<file path="src/rtl/mem_access_ctrl.sv">
// mem_access_ctrl
//   Multi-cycle data-memory access controller sitting between the mem stage
//   and the data RAM. Accepts one load/store, checks alignment, runs a single
//   byte-enabled req/ack RAM transaction and stalls the pipeline until the RAM
//   answers. Returns sign/zero-extended load data with a one-cycle done pulse.
//
//   Optional feature macro: MEM_ACCESS_TIMEOUT_EN
//     defined   -> REQ gives up after TIMEOUT_CYCLES ack-less cycles (err_o=1)
//     undefined -> REQ waits for ram_ack_i indefinitely
//
// Ports
//   clk_i, rst_n_i       clock, async active-low reset
//   req_i, op_i          access request from mem and its op code
//   addr_i, wdata_i      byte address, right-aligned store data
//   rdata_o              extended load result (valid with done_o)
//   done_o, err_o        completion pulse, misaligned/timeout flag
//   stall_o              pipeline hold
//   ram_req_o/we_o       RAM request / write strobe
//   ram_addr_o           word address (bits [1:0] = 0)
//   ram_be_o, ram_wdata_o byte enables, lane-replicated store data
//   ram_ack_i, ram_rdata_i RAM completion and read word
module mem_access_ctrl #(
  parameter int ADDR_WIDTH     = 32,
  parameter int DATA_WIDTH     = 32,
  parameter int TIMEOUT_CYCLES = 16
) (
  input  logic                  clk_i,
  input  logic                  rst_n_i,
  input  logic                  req_i,
  input  logic [3:0]            op_i,
  input  logic [ADDR_WIDTH-1:0] addr_i,
  input  logic [31:0]           wdata_i,
  output logic [31:0]           rdata_o,
  output logic                  done_o,
  output logic                  err_o,
  output logic                  stall_o,
  output logic                  ram_req_o,
  output logic                  ram_we_o,
  output logic [ADDR_WIDTH-1:0] ram_addr_o,
  output logic [3:0]            ram_be_o,
  output logic [31:0]           ram_wdata_o,
  input  logic                  ram_ack_i,
  input  logic [31:0]           ram_rdata_i
);

  // Op codes (shared with the pipeline's defines)
  localparam logic [3:0] OP_NONE = 4'd0;
  localparam logic [3:0] OP_LB   = 4'd1;
  localparam logic [3:0] OP_LH   = 4'd2;
  localparam logic [3:0] OP_LW   = 4'd3;
  localparam logic [3:0] OP_LBU  = 4'd4;
  localparam logic [3:0] OP_LHU  = 4'd5;
  localparam logic [3:0] OP_SB   = 4'd6;
  localparam logic [3:0] OP_SH   = 4'd7;
  localparam logic [3:0] OP_SW   = 4'd8;

  typedef enum logic [1:0] {S_IDLE, S_REQ, S_DONE} state_t;

  state_t                state_q, state_d;
  logic [3:0]            op_q, op_d;
  logic [1:0]            lane_q, lane_d;
  logic                  ram_req_q, ram_req_d;
  logic                  ram_we_q, ram_we_d;
  logic [ADDR_WIDTH-1:0] ram_addr_q, ram_addr_d;
  logic [3:0]            ram_be_q, ram_be_d;
  logic [31:0]           ram_wdata_q, ram_wdata_d;
  logic [31:0]           rdata_q, rdata_d;
  logic                  err_q, err_d;

  // Incoming request decode
  logic        valid_req;
  logic        in_store;
  logic        in_bad;
  logic [3:0]  in_be;
  logic [31:0] in_wdata;

  assign valid_req = req_i && (op_i != OP_NONE);

  always_comb begin
    in_store = 1'b0;
    in_bad   = 1'b0;
    in_be    = 4'b1111;
    in_wdata = wdata_i;
    case (op_i)
      OP_LB, OP_LBU: ;
      OP_LH, OP_LHU: in_bad = addr_i[0];
      OP_LW:         in_bad = |addr_i[1:0];
      OP_SB: begin
        in_store = 1'b1;
        in_be    = 4'b0001 << addr_i[1:0];
        in_wdata = {4{wdata_i[7:0]}};
      end
      OP_SH: begin
        in_store = 1'b1;
        in_bad   = addr_i[0];
        in_be    = addr_i[1] ? 4'b1100 : 4'b0011;
        in_wdata = {2{wdata_i[15:0]}};
      end
      OP_SW: begin
        in_store = 1'b1;
        in_bad   = |addr_i[1:0];
      end
      // Undefined op codes are completed with an error rather than
      // touching the RAM with an unknown access type.
      default: in_bad = 1'b1;
    endcase
  end

  // Load lane extraction from the RAM word
  function automatic logic [31:0] load_ext(input logic [3:0]  op,
                                           input logic [1:0]  lane,
                                           input logic [31:0] w);
    logic [7:0]  b;
    logic [15:0] h;
    b = w[8*lane +: 8];
    h = lane[1] ? w[31:16] : w[15:0];
    case (op)
      OP_LB:   load_ext = {{24{b[7]}}, b};
      OP_LBU:  load_ext = {24'h0, b};
      OP_LH:   load_ext = {{16{h[15]}}, h};
      OP_LHU:  load_ext = {16'h0, h};
      OP_LW:   load_ext = w;
      default: load_ext = 32'h0;
    endcase
  endfunction

  // Optional REQ timeout
  logic timeout_hit;
`ifdef MEM_ACCESS_TIMEOUT_EN
  localparam int CW = (TIMEOUT_CYCLES < 2) ? 1 : $clog2(TIMEOUT_CYCLES);
  logic [CW-1:0] cnt_q, cnt_d;
  // Terminal count reached on the TIMEOUT_CYCLES-th ack-less REQ cycle
  assign timeout_hit = (cnt_q == CW'(TIMEOUT_CYCLES - 1));

  always_comb begin
    cnt_d = cnt_q;
    if (state_q == S_IDLE)                   cnt_d = '0;
    else if (state_q == S_REQ && !ram_ack_i) cnt_d = cnt_q + 1'b1;
  end

  always_ff @(posedge clk_i or negedge rst_n_i) begin
    if (!rst_n_i) cnt_q <= '0;
    else          cnt_q <= cnt_d;
  end
`else
  assign timeout_hit = 1'b0;
`endif

  // Parameters only meaningful in some builds
  logic unused_params;
  assign unused_params = (TIMEOUT_CYCLES == 0) | (DATA_WIDTH != 32);

  // Next-state / datapath
  always_comb begin
    state_d     = state_q;
    op_d        = op_q;
    lane_d      = lane_q;
    ram_req_d   = ram_req_q;
    ram_we_d    = ram_we_q;
    ram_addr_d  = ram_addr_q;
    ram_be_d    = ram_be_q;
    ram_wdata_d = ram_wdata_q;
    rdata_d     = rdata_q;
    err_d       = err_q;
    case (state_q)
      S_IDLE: begin
        if (valid_req) begin
          op_d   = op_i;
          lane_d = addr_i[1:0];
          if (in_bad) begin
            err_d   = 1'b1;
            rdata_d = 32'h0;
            state_d = S_DONE;
          end else begin
            ram_req_d   = 1'b1;
            ram_we_d    = in_store;
            ram_addr_d  = {addr_i[ADDR_WIDTH-1:2], 2'b00};
            ram_be_d    = in_be;
            ram_wdata_d = in_store ? in_wdata : 32'h0;
            state_d     = S_REQ;
          end
        end
      end
      S_REQ: begin
        // Ack beats the terminal count when both happen together
        if (ram_ack_i || timeout_hit) begin
          rdata_d     = ram_ack_i ? load_ext(op_q, lane_q, ram_rdata_i) : 32'h0;
          err_d       = !ram_ack_i;
          ram_req_d   = 1'b0;
          ram_we_d    = 1'b0;
          ram_addr_d  = '0;
          ram_be_d    = 4'b0000;
          ram_wdata_d = 32'h0;
          state_d     = S_DONE;
        end
      end
      S_DONE: begin
        rdata_d = 32'h0;
        err_d   = 1'b0;
        state_d = S_IDLE;
      end
      default: state_d = S_IDLE;
    endcase
  end

  always_ff @(posedge clk_i or negedge rst_n_i) begin
    if (!rst_n_i) begin
      state_q     <= S_IDLE;
      op_q        <= OP_NONE;
      lane_q      <= 2'b00;
      ram_req_q   <= 1'b0;
      ram_we_q    <= 1'b0;
      ram_addr_q  <= '0;
      ram_be_q    <= 4'b0000;
      ram_wdata_q <= 32'h0;
      rdata_q     <= 32'h0;
      err_q       <= 1'b0;
    end else begin
      state_q     <= state_d;
      op_q        <= op_d;
      lane_q      <= lane_d;
      ram_req_q   <= ram_req_d;
      ram_we_q    <= ram_we_d;
      ram_addr_q  <= ram_addr_d;
      ram_be_q    <= ram_be_d;
      ram_wdata_q <= ram_wdata_d;
      rdata_q     <= rdata_d;
      err_q       <= err_d;
    end
  end

  assign done_o      = (state_q == S_DONE);
  assign err_o       = err_q;
  assign rdata_o     = rdata_q;
  // Gated by reset so every output reads 0 while reset is held
  assign stall_o     = rst_n_i & (((state_q == S_IDLE) & valid_req) | (state_q == S_REQ));
  assign ram_req_o   = ram_req_q;
  assign ram_we_o    = ram_we_q;
  assign ram_addr_o  = ram_addr_q;
  assign ram_be_o    = ram_be_q;
  assign ram_wdata_o = ram_wdata_q;

endmodule

</file>
<file path="config.mk">
export PLATFORM = sky130hd
export DESIGN_NAME = mem_access_ctrl
export DESIGN_NICKNAME = d
export VERILOG_FILES = /design/src/rtl/mem_access_ctrl.sv
export SDC_FILE = /design/constraint.sdc
export NUM_CORES = 1
export LEC_CHECK = 0
export BUFFER_PORTS_ARGS = -buffer_cell sky130_fd_sc_hd__buf_2
export CAP_MARGIN = 10
export CORE_MARGIN = 5
export CORE_UTILIZATION = 50
export DETAILED_ROUTE_END_ITERATION = 12
export PLACE_DENSITY = 0.84
export SETUP_SLACK_MARGIN = 0.4
export SYNTH_ARGS = -nofsm -noshare
export SYNTH_HDL_FRONTEND = slang
export SYNTH_SLANG_ARGS = --single-unit
</file>
<file path="constraint.sdc">
create_clock -name clk_i -period 2.35 [get_ports clk_i]
set_clock_uncertainty 0.15 [all_clocks]
set_input_delay 0.3525 -clock clk_i [delete_from_list [all_inputs] [get_ports clk_i]]
set_output_delay 0.3525 -clock clk_i [all_outputs]
set_load 0.05 [all_outputs]
</file>
==> impl_metrics.env, run 1 <==
export IMPL_cts_tree="built"
export IMPL_reg2reg_setup_slack_ns=0.29
export IMPL_vias=5636
export IMPL_die_area_um2=13220
export IMPL_drt_iter0_drc=523
export IMPL_grt_pass1_wl_mm=29.12
export IMPL_final_setup_viol_count=0
export IMPL_start_kind="register"
export IMPL_htree_levels=3
export IMPL_hold_depth=3
export IMPL_antenna_found_initial=2
export IMPL_yosys_area_share_simple=0.2123
export IMPL_drc=0
export IMPL_synthAdderAreaFrac=0
export IMPL_synthXorXnorAreaFrac=0.001589
export IMPL_async_flop_share=1.000
export IMPL_yosys_warnings=0
export IMPL_cts_sinks=109
export IMPL_r2r_cells=7
export IMPL_r2r_start="lane_q[1]"
export IMPL_cpMaxStageDelayCell="dfrtp_1"
export IMPL_numCtsBuffers=9
export IMPL_syn2layout_area_growth_pct=36.13
export IMPL_grt_use_total=0.2786
export IMPL_firstDrtPassIters=6
export IMPL_worstSetupEndpointType="register"
export IMPL_ys_seq_area_frac=0.4950
export IMPL_fp_dieH_um=115.0
export IMPL_fmax_mhz=485.2
export IMPL_fp_coreArea_um2=10840
export IMPL_clk_pin_slew_ns=0.11
export IMPL_yosys_register_bits=109
export IMPL_ys_types=54
export IMPL_min_delay_start="addr_i[8]"
export IMPL_required_ns=2.50
export IMPL_drive_gt1_frac=0.3765
export IMPL_totalNegativeSetupSlack_ns=0
export IMPL_finalCriticalPeriod_ns=2.061
export IMPL_netlist_area_um2=5510
export IMPL_grt_pass1_vias=5668
export IMPL_die_w_um=115.0
export IMPL_max_cap_violations=0
export IMPL_synth_edf_count=0
export IMPL_path_class="register to register"
export IMPL_worst_slew_pin_slew_ns=1.240
export IMPL_synth_main_ff_cell="dfrtp_1"
export IMPL_root_buffer="clkbuf_8"
export IMPL_status="finished clean"
export IMPL_slew_viol_final=0
export IMPL_synth_avg_cell_area_um2=9.533
export IMPL_ir_drop_mv=0.7647
export IMPL_finalHoldViolCount=0
export IMPL_netlist_instances=578
export IMPL_routed_wl_mm=18.82
export IMPL_cp_num_buf_inv=2
export IMPL_startpoint="lane_q[1]"
export IMPL_rsz0062_at_grt="yes"
export IMPL_drt_vias_per_instance=5.877
export IMPL_powerDensity_nw_per_um2=904.8
export IMPL_dp_hpwl_mm=12.80
export IMPL_synth_mux_area_frac=0.08311
export IMPL_clockBufferDepth=2
export IMPL_io_pins=209
export IMPL_max_slew_margin=0.1705
export IMPL_initial_core_util=0.5083
export IMPL_final_core_util=0.6919
export IMPL_gp_congestion=0.9869
export IMPL_crit_fanout=23
export IMPL_p_leak_nw=3.928
export IMPL_wl_per_cell_um=19.62
export IMPL_worstSkewPairLatency_ns=0.38
export IMPL_cpPeakStageDelay_ns=0.42
export IMPL_ant_nets=0
export IMPL_critical_path_top_delay_family="compound AO/OA/AOI/OAI gates"
export IMPL_cp_cell_sequence="buf_6 -> nand2_1 -> a311oi_2 -> buf_2 -> o21ai_0 -> nor2b_1 -> o2bb2ai_1"
export IMPL_io_buffers=206
export IMPL_grt_max_degree=110
export IMPL_core_rowCount=38
export IMPL_synth_compound_area_frac=0.1633
export IMPL_fin_nets=917
export IMPL_path_depth=7
export IMPL_hp_class="input pin to register"
export IMPL_crit_arrival_ns=2.21
export IMPL_finalCritPeriodShare=0.8770
export IMPL_grt_overflow=0
export IMPL_synth_top_family_by_area="simple AND/OR/NAND/NOR gates"
[tightest hold or removal path, stage by stage]
cell and delay [ns]:
buf_2 0.07, nand2_1 0.04, nand2_1 0.04
[synthesized netlist by cell type, drive strengths merged, types with 2 or more instances]
cell type,instances,share of area
mux2,4,0.0082
o21a,2,0.0027
nand2b,7,0.0079
a21oi,6,0.0061
o2bb2ai,16,0.025
a21o,2,0.0027
mux2i,39,0.071
a22o,8,0.013
nand3b,3,0.0041
a221o,7,0.013
o2111ai,8,0.013
nor2,14,0.010
nand3,77,0.070
o21ai,30,0.028
nand2,114,0.078
clkbuf,28,0.019
dfrtp,109,0.50
o22ai,2,0.0023
o221ai,7,0.011
and2b,2,0.0027
nor2b,16,0.018
buf,22,0.021
o31ai,19,0.028
inv,6,0.0041
nor3,8,0.0091
nor3b,3,0.0050
[registers in the layout, summed over array words and instances, names as in the netlist]
register     cells
ram_wdata_o     32
rdata_o         32
ram_addr_o      30
op_q             4
ram_be_o         4
lane_q           2
state_q          2
err_o            1
ram_req_o        1
ram_we_o         1
[metal layers]
metal	wire [µm]	vias to the layer above	track usage
met5	7	-	0
met4	587	2	0.1127
met3	2081	47	0.07684
met2	9037	350	0.4541
met1	7106	2706	0.3521
li1	-	2531	-
[timing repair]
action	4_1_cts	5_1_grt
hold endpoints to repair	133	0
gates cloned	0	1
pin swaps	3	4
buffers inserted	5	9
endpoints found under the setup margin	98	99
hold buffers	25	0
resized for setup	15	30
[worst paths after layout]
path / to
max: rdata_o[20]
min: ram_addr_o[8]
max reg2reg: rdata_o[20]
min reg2reg: rdata_o[7]
max in group asynchronous: rdata_o[8]
min in group asynchronous: lane_q[0]
[metrics by stage]
step | hold slack, ns | power (W) | area (µm²) | std cells | setup slack, ns
final | 0.007356 | 0.006787 | 7501 | 959 | 0.2890
after detailed placement | 0.3161 | 0.005406 | 6768 | 902 | -0.1389
after global placement | 0.3053 | 0.005342 | 6768 | 902 | 0.002163
after floorplan | -0.09309 | 0.004538 | 5547 | 579 | 0.3584
after global routing | 0.01128 | 0.007103 | 7498 | 958 | 0.2297
after CTS | 0.00004241 | 0.006610 | 7300 | 948 | 0.3127
[power breakdown]
group	leakage, nW	switching (W)	internal, W
sequential	1.45	0.000232	0.00222
combinational	2.39	0.00228	0.000956
clock	0.0893	0.000678	0.000423
[placed cells by master, fill, tap and decap left out, types with 6 or more instances in the layout]
cell	instances
buf_4	33
mux2i_1	39
dfrtp_1	105
o2111ai_1	8
a221o_1	7
o221ai_2	7
nor2_1	10
o2bb2ai_1	15
nand3_1	75
nor2b_1	15
nand2b_1	6
nand2_1	113
o21ai_0	29
buf_6	6
dlygate4sd3_1	24
a22o_1	8
o31ai_1	17
clkbuf_8	10
buf_2	205
[cell type report]
| class | instances | area (µm²) |
|---|---|---|
| Clock inverter | 6 | 46.29 |
| Multi-Input combinational cell | 414 | 2710 |
| Inverter | 6 | 22.52 |
| Clock buffer | 10 | 137.6 |
| Timing Repair Buffer | 273 | 1674 |
| Sequential cell | 109 | 2733 |
| Tap cell | 140 | 175.2 |
| Antenna cell | 1 | 2.502 |
| Fill cell | 830 | 3339 |
[logic make-up (layout without fill, tap and decap cells)]
kind of cell / Yosys count / after routing
other cells: 1 / 3
flops: 109 / 109
xor+xnor: 1 / 1
compound gates: 118 / 118
buf+inv: 56 / 295
simple gates: 249 / 249
mux: 44 / 44
Note: power is estimated with default switching activity, not from simulation.
==> inputs of run 2 (changes only) <==
- CAP_MARGIN: 10 -> 30
- CORE_UTILIZATION: 50 -> 35
- PLACE_DENSITY: 0.84 -> 0.63
==> run 2 against run 1 <==
Net effect:
- setup slack better by 0.023 ns
- global-route usage down 8.5 points
- hold slack better by 0.017 ns
- combinational power down 3%
- non-clock buffer count down 28
- clock-buffer cell count down 1
- first-iteration DRC count down 52%
- core utilization down 20 points
==> impl_metrics.env, run 2 (synthesis results as in run 1) <==
export IMPL_hold_depth=3
export IMPL_worstSetupEndpointType="register"
export IMPL_wl_per_cell_um=18.01
export IMPL_crit_arrival_ns=2.12
export IMPL_dp_hpwl_mm=12.67
export IMPL_rsz0062_at_grt="yes"
export IMPL_slew_viol_final=0
export IMPL_drive_gt1_frac=0.3797
export IMPL_antenna_found_initial=0
export IMPL_drt_iter0_drc=250
export IMPL_final_setup_viol_count=0
export IMPL_n_antenna_cell=0
export IMPL_die_w_um=135.5
export IMPL_vias=5233
export IMPL_totalNegativeSetupSlack_ns=0
export IMPL_r2r_end="rdata_o[20]"
export IMPL_fmax_mhz=490.8
export IMPL_finalHoldViolCount=0
export IMPL_gp_congestion=0.8651
export IMPL_start_kind="register"
export IMPL_cts_sinks=109
export IMPL_grt_pass1_wl_mm=28.13
export IMPL_firstDrtPassIters=5
export IMPL_routed_wl_mm=18.03
export IMPL_powerDensity_nw_per_um2=966.4
export IMPL_layout_cells_most_common="buf_2"
export IMPL_drc=0
export IMPL_clk_pin_slew_ns=0.08
export IMPL_path_class="register to register"
export IMPL_htree_levels=3
export IMPL_r2r_start="lane_q[1]"
export IMPL_required_ns=2.43
export IMPL_crit_fanout=5
export IMPL_total_power_w=0.007211
export IMPL_reg2reg_setup_slack_ns=0.31
export IMPL_worstSkewPairLatency_ns=0.36
export IMPL_grt_use_total=0.1937
export IMPL_max_slew_margin=0.4967
export IMPL_root_buffer="clkbuf_16"
export IMPL_numCtsBuffers=9
export IMPL_die_area_um2=18350
export IMPL_initial_core_util=0.3598
export IMPL_finalCriticalPeriod_ns=2.038
export IMPL_hold_end="ram_addr_o[9]"
export IMPL_core_rowCount=45
export IMPL_grt_max_degree=110
export IMPL_grt_overflow=0
export IMPL_p_leak_nw=3.880
export IMPL_fin_nets=889
export IMPL_finalCritPeriodShare=0.8671
export IMPL_drt_vias_per_instance=5.228
export IMPL_finalNonFillerCells=1001
export IMPL_final_cell_mix="buf_2, nand2_1, dfrtp_1, nand3_1, mux2i_1"
export IMPL_ant_nets=0
export IMPL_grt_pass1_vias=5242
export IMPL_io_buffers=206
export IMPL_max_cap_violations=0
export IMPL_r2r_cells=7
export IMPL_syn2layout_area_growth_pct=35.42
export IMPL_io_pins=209
export IMPL_worst_slew_pin_slew_ns=0.7550
export IMPL_place_inst=976
export IMPL_fp_dieH_um=135.5
export IMPL_ir_drop_mv=0.5162
export IMPL_cts_tree="built"
export IMPL_status="finished clean"
export IMPL_nFillCells=1516
export IMPL_fp_coreArea_um2=15310
export IMPL_hp_class="input pin to register"
export IMPL_min_delay_start="addr_i[9]"
export IMPL_clockBufferDepth=2
## run 2: critical path, cell delays in order (launching register included)
cell and delay (ns):
dfrtp_1 0.41, mux4_2 0.58, nor3b_4 0.19, nor3b_4 0.16
buf_6 0.14, buf_6 0.11, nor2b_1 0.10, o2bb2ai_1 0.07
## run 2: power breakdown
part	switching, W	leakage (nW)	internal, W	total (W)
registers	0.000228	1.45	0.00222	0.00245
clock network	0.000782	0.152	0.000856	0.00164
logic	0.00220	2.28	0.000922	0.00312
## run 2: per-stage QoR
step	util	hold WS [ns]	area, µm²	setup slack (ns)
3_3_place_gp	0.4498	0.3050	6889	-0.09916
5_1_grt	0.4873	0.01810	7462	0.2696
4_1_cts	0.4815	0.01209	7373	0.3414
3_5_place_dp	0.4513	0.3219	6912	0.1147
6_report	0.4873	0.02421	7462	0.3123
2_1_floorplan	-	-0.09309	5547	0.3584
## run 2: layout make-up
cell class | count | area [µm²] | share of cell area
clock buffer | 9 | 225.2 | 0.03018
clock inverter | 7 | 93.84 | 0.01258
inverter | 6 | 22.52 | 0.003018
multi-input combinational | 414 | 2679 | 0.3590
sequential | 109 | 2734 | 0.3664
tap | 211 | 264.0 | 0.03538
timing repair buffer | 245 | 1444 | 0.1935
## run 2: how the worst max path moves through the flow
stage                     from              end  slack [ns]  cells after the start
2_1_floorplan       state_q[0]          stall_o        0.36                      3
3_3_place_gp   ram_rdata_i[23]      rdata_o[17]        -0.1                      6
3_5_place_dp           op_i[2]  ram_wdata_o[26]        0.11                      7
4_1_cts             state_q[1]      rdata_o[14]        0.34                      6
5_1_grt              lane_q[1]      rdata_o[17]        0.27                      6
6_report             lane_q[1]      rdata_o[20]        0.31                      7
## run 2: routing by layer
layer,up-vias,GRT usage,wire [µm]
li1,2490,-,-
met3,16,0.07169,1827
met2,225,0.3070,8437
met4,0,0.04423,204
met1,2502,0.2538,7557
met5,-,0,0
## run 2: what timing repair did
action,4_1_cts,5_1_grt
hold buffers,1,0
setup endpoints to repair,99,68
resized for setup,19,25
pin swaps,10,4
cloned,0,1
hold endpoints to repair,109,0
setup buffers,6,1
==> inputs of run 3 (changes only) <==
- CORE_UTILIZATION: 35 -> 50
- PLACE_DENSITY: 0.63 -> 0.84
==> run 3 against run 2 <==
Net effect:
- sequential power hardly changed
- hold slack got worse by 0.0060 ns
- die area shrank 28%
- cell area rose by 1.8%
- non-clock buffer count increased by 36
- core utilization up 21 points
- combinational power grew 8.3%
- via count up 9.7%
- maximum frequency decreased by 0.78%
- largest cell class unchanged
==> impl_metrics.env, run 3 (synthesis results as in run 1) <==
export IMPL_die_area_um2=13220
export IMPL_critPathCapture="rdata_o[13]"
export IMPL_n_antenna_cell=0
export IMPL_final_setup_viol_count=0
export IMPL_p_int_w=0.003697
export IMPL_rsz0062_at_grt="yes"
export IMPL_path_class="register to register"
export IMPL_final_core_util=0.7007
export IMPL_required_ns=2.51
export IMPL_total_power_w=0.006937
export IMPL_cts_sinks=109
export IMPL_pwr_share_comb=0.487
export IMPL_io_buffers=206
export IMPL_ant_nets=0
export IMPL_power_switching_w=0.003239
export IMPL_routed_wl_mm=19.54
export IMPL_antenna_found_initial=2
export IMPL_root_buffer="clkbuf_8"
export IMPL_htree_levels=3
export IMPL_nFillCells=807
export IMPL_max_cap_violations=0
export IMPL_worstSkewPairLatency_ns=0.38
export IMPL_r2r_end="rdata_o[13]"
export IMPL_timing_hold_ws_ns=0.01822
export IMPL_swShare=0.4670
export IMPL_place_inst=903
export IMPL_slew_viol_final=0
export IMPL_core_rowCount=38
export IMPL_finalCritPeriodShare=0.8739
export IMPL_finalNonFillerCells=966
export IMPL_grt_pass1_vias=5736
export IMPL_fp_coreArea_um2=10840
export IMPL_r2r_start="lane_q[1]"
export IMPL_gp_congestion=0.9869
export IMPL_finalCriticalPeriod_ns=2.054
export IMPL_startpoint="lane_q[1]"
export IMPL_dp_hpwl_mm=12.80
export IMPL_worst_slew_pin_slew_ns=0.7090
export IMPL_clk_pin_slew_ns=0.10
export IMPL_vias=5743
export IMPL_pwr_share_seq=0.355
export IMPL_worstSetupEndpointType="register"
export IMPL_fp_dieH_um=115.0
export IMPL_ir_drop_mv=0.8767
export IMPL_grt_max_degree=110
export IMPL_syn2layout_area_growth_pct=37.85
export IMPL_drt_iter0_drc=612
export IMPL_final_cell_mix="buf_2, nand2_1, dfrtp_1, nand3_1"
export IMPL_numCtsBuffers=9
export IMPL_crit_fanout=8
export IMPL_cts_tree="built"
export IMPL_io_pins=209
export IMPL_p_leak_nw=3.980
export IMPL_grt_use_total=0.2803
export IMPL_max_slew_margin=0.5273
export IMPL_finalHoldViolCount=0
export IMPL_die_w_um=115.0
export IMPL_fmax_mhz=486.9
export IMPL_clockBufferDepth=2
export IMPL_wl_per_cell_um=20.23
export IMPL_initial_core_util=0.5083
export IMPL_crit_arrival_ns=2.22
export IMPL_layout_cells_most_common="buf_2"
export IMPL_reg2reg_setup_slack_ns=0.30
export IMPL_firstDrtPassIters=5
export IMPL_r2r_cells=8
export IMPL_drc=0
export IMPL_powerDensity_nw_per_um2=913.2
export IMPL_grt_overflow=0
export IMPL_drt_vias_per_instance=5.945
export IMPL_clkPwrFrac=0.159
export IMPL_fin_nets=925
export IMPL_start_kind="register"
export IMPL_drive_gt1_frac=0.3838
export IMPL_hp_class="input pin to register"
export IMPL_grt_pass1_wl_mm=29.26
export IMPL_status="finished clean"
==> run 3: worst max-delay path, stage by stage (launching register included) <==
cell	delay (ns)
dfrtp_2	0.45
buf_4	0.15
buf_12	0.13
buf_4	0.13
nor3_1	0.40
nor3_2	0.09
buf_4	0.18
o21ai_0	0.16
a221o_1	0.16
==> run 3: per-stage QoR <==
step / worst slack, ns / setup TNS, ns / cell area (µm²)
floorplan: 0.3584 / 0 / 5547
global placement: 0.002163 / 0 / 6768
detailed placement: -0.1299 / -0.4425 / 6775
CTS: 0.3488 / 0 / 7308
global route: 0.1748 / 0 / 7596
finish: 0.2964 / 0 / 7596
==> run 3: worst min-delay path by stage <==
stage,startpoint,to,cells past startpoint
floorplan,rst_n_i,err_o,0
global placement,ram_req_o,ram_req_o,2
detailed placement,rdata_o[7],rdata_o[7],1
CTS,addr_i[5],ram_addr_o[5],3
global route,addr_i[31],ram_addr_o[31],3
finish,addr_i[26],ram_addr_o[26],3
==> run 3: area by class of cell <==
class	instances	area, µm²	area share
clock inverters	6	45.04	0.005930
well taps	140	175.2	0.02306
multi-input cells	414	2723	0.3584
flip-flops and latches	109	2733	0.3597
repair buffers	281	1760	0.2318
inverters	6	22.52	0.002965
clock buffers	10	137.6	0.01812
==> run 3: power by group through the flow <==
| stage | registers (W) | logic [W] | clock network (W) |
|---|---|---|---|
| finish | 0.00246 | 0.00338 | 0.00110 |
| floorplan | 0.00354 | 0.00100 | 0 |
| CTS | 0.00246 | 0.00305 | 0.00112 |
| global route | 0.00250 | 0.00355 | 0.00120 |
| detailed placement | 0.00247 | 0.00294 | 0 |
| global placement | 0.00246 | 0.00288 | 0 |
==> run 3: what timing repair did <==
| item | CTS | global route |
|---|---|---|
| gates cloned | 0 | 3 |
| gates resized for setup | 20 | 36 |
| hold buffers | 24 | 0 |
| buffers inserted | 4 | 16 |
| pin swaps | 3 | 5 |
| hold endpoints to repair | 132 | 0 |
| setup endpoints to repair | 98 | 92 |
==> run 3: metal layers <==
layer,part of all wire,global-route usage,up-vias
met1,0.37,0.3461,2766
met2,0.48,0.4610,368
met3,0.11,0.07947,57
met4,0.036,0.1205,4
met5,0.0014,0,-
li1,-,-,2548
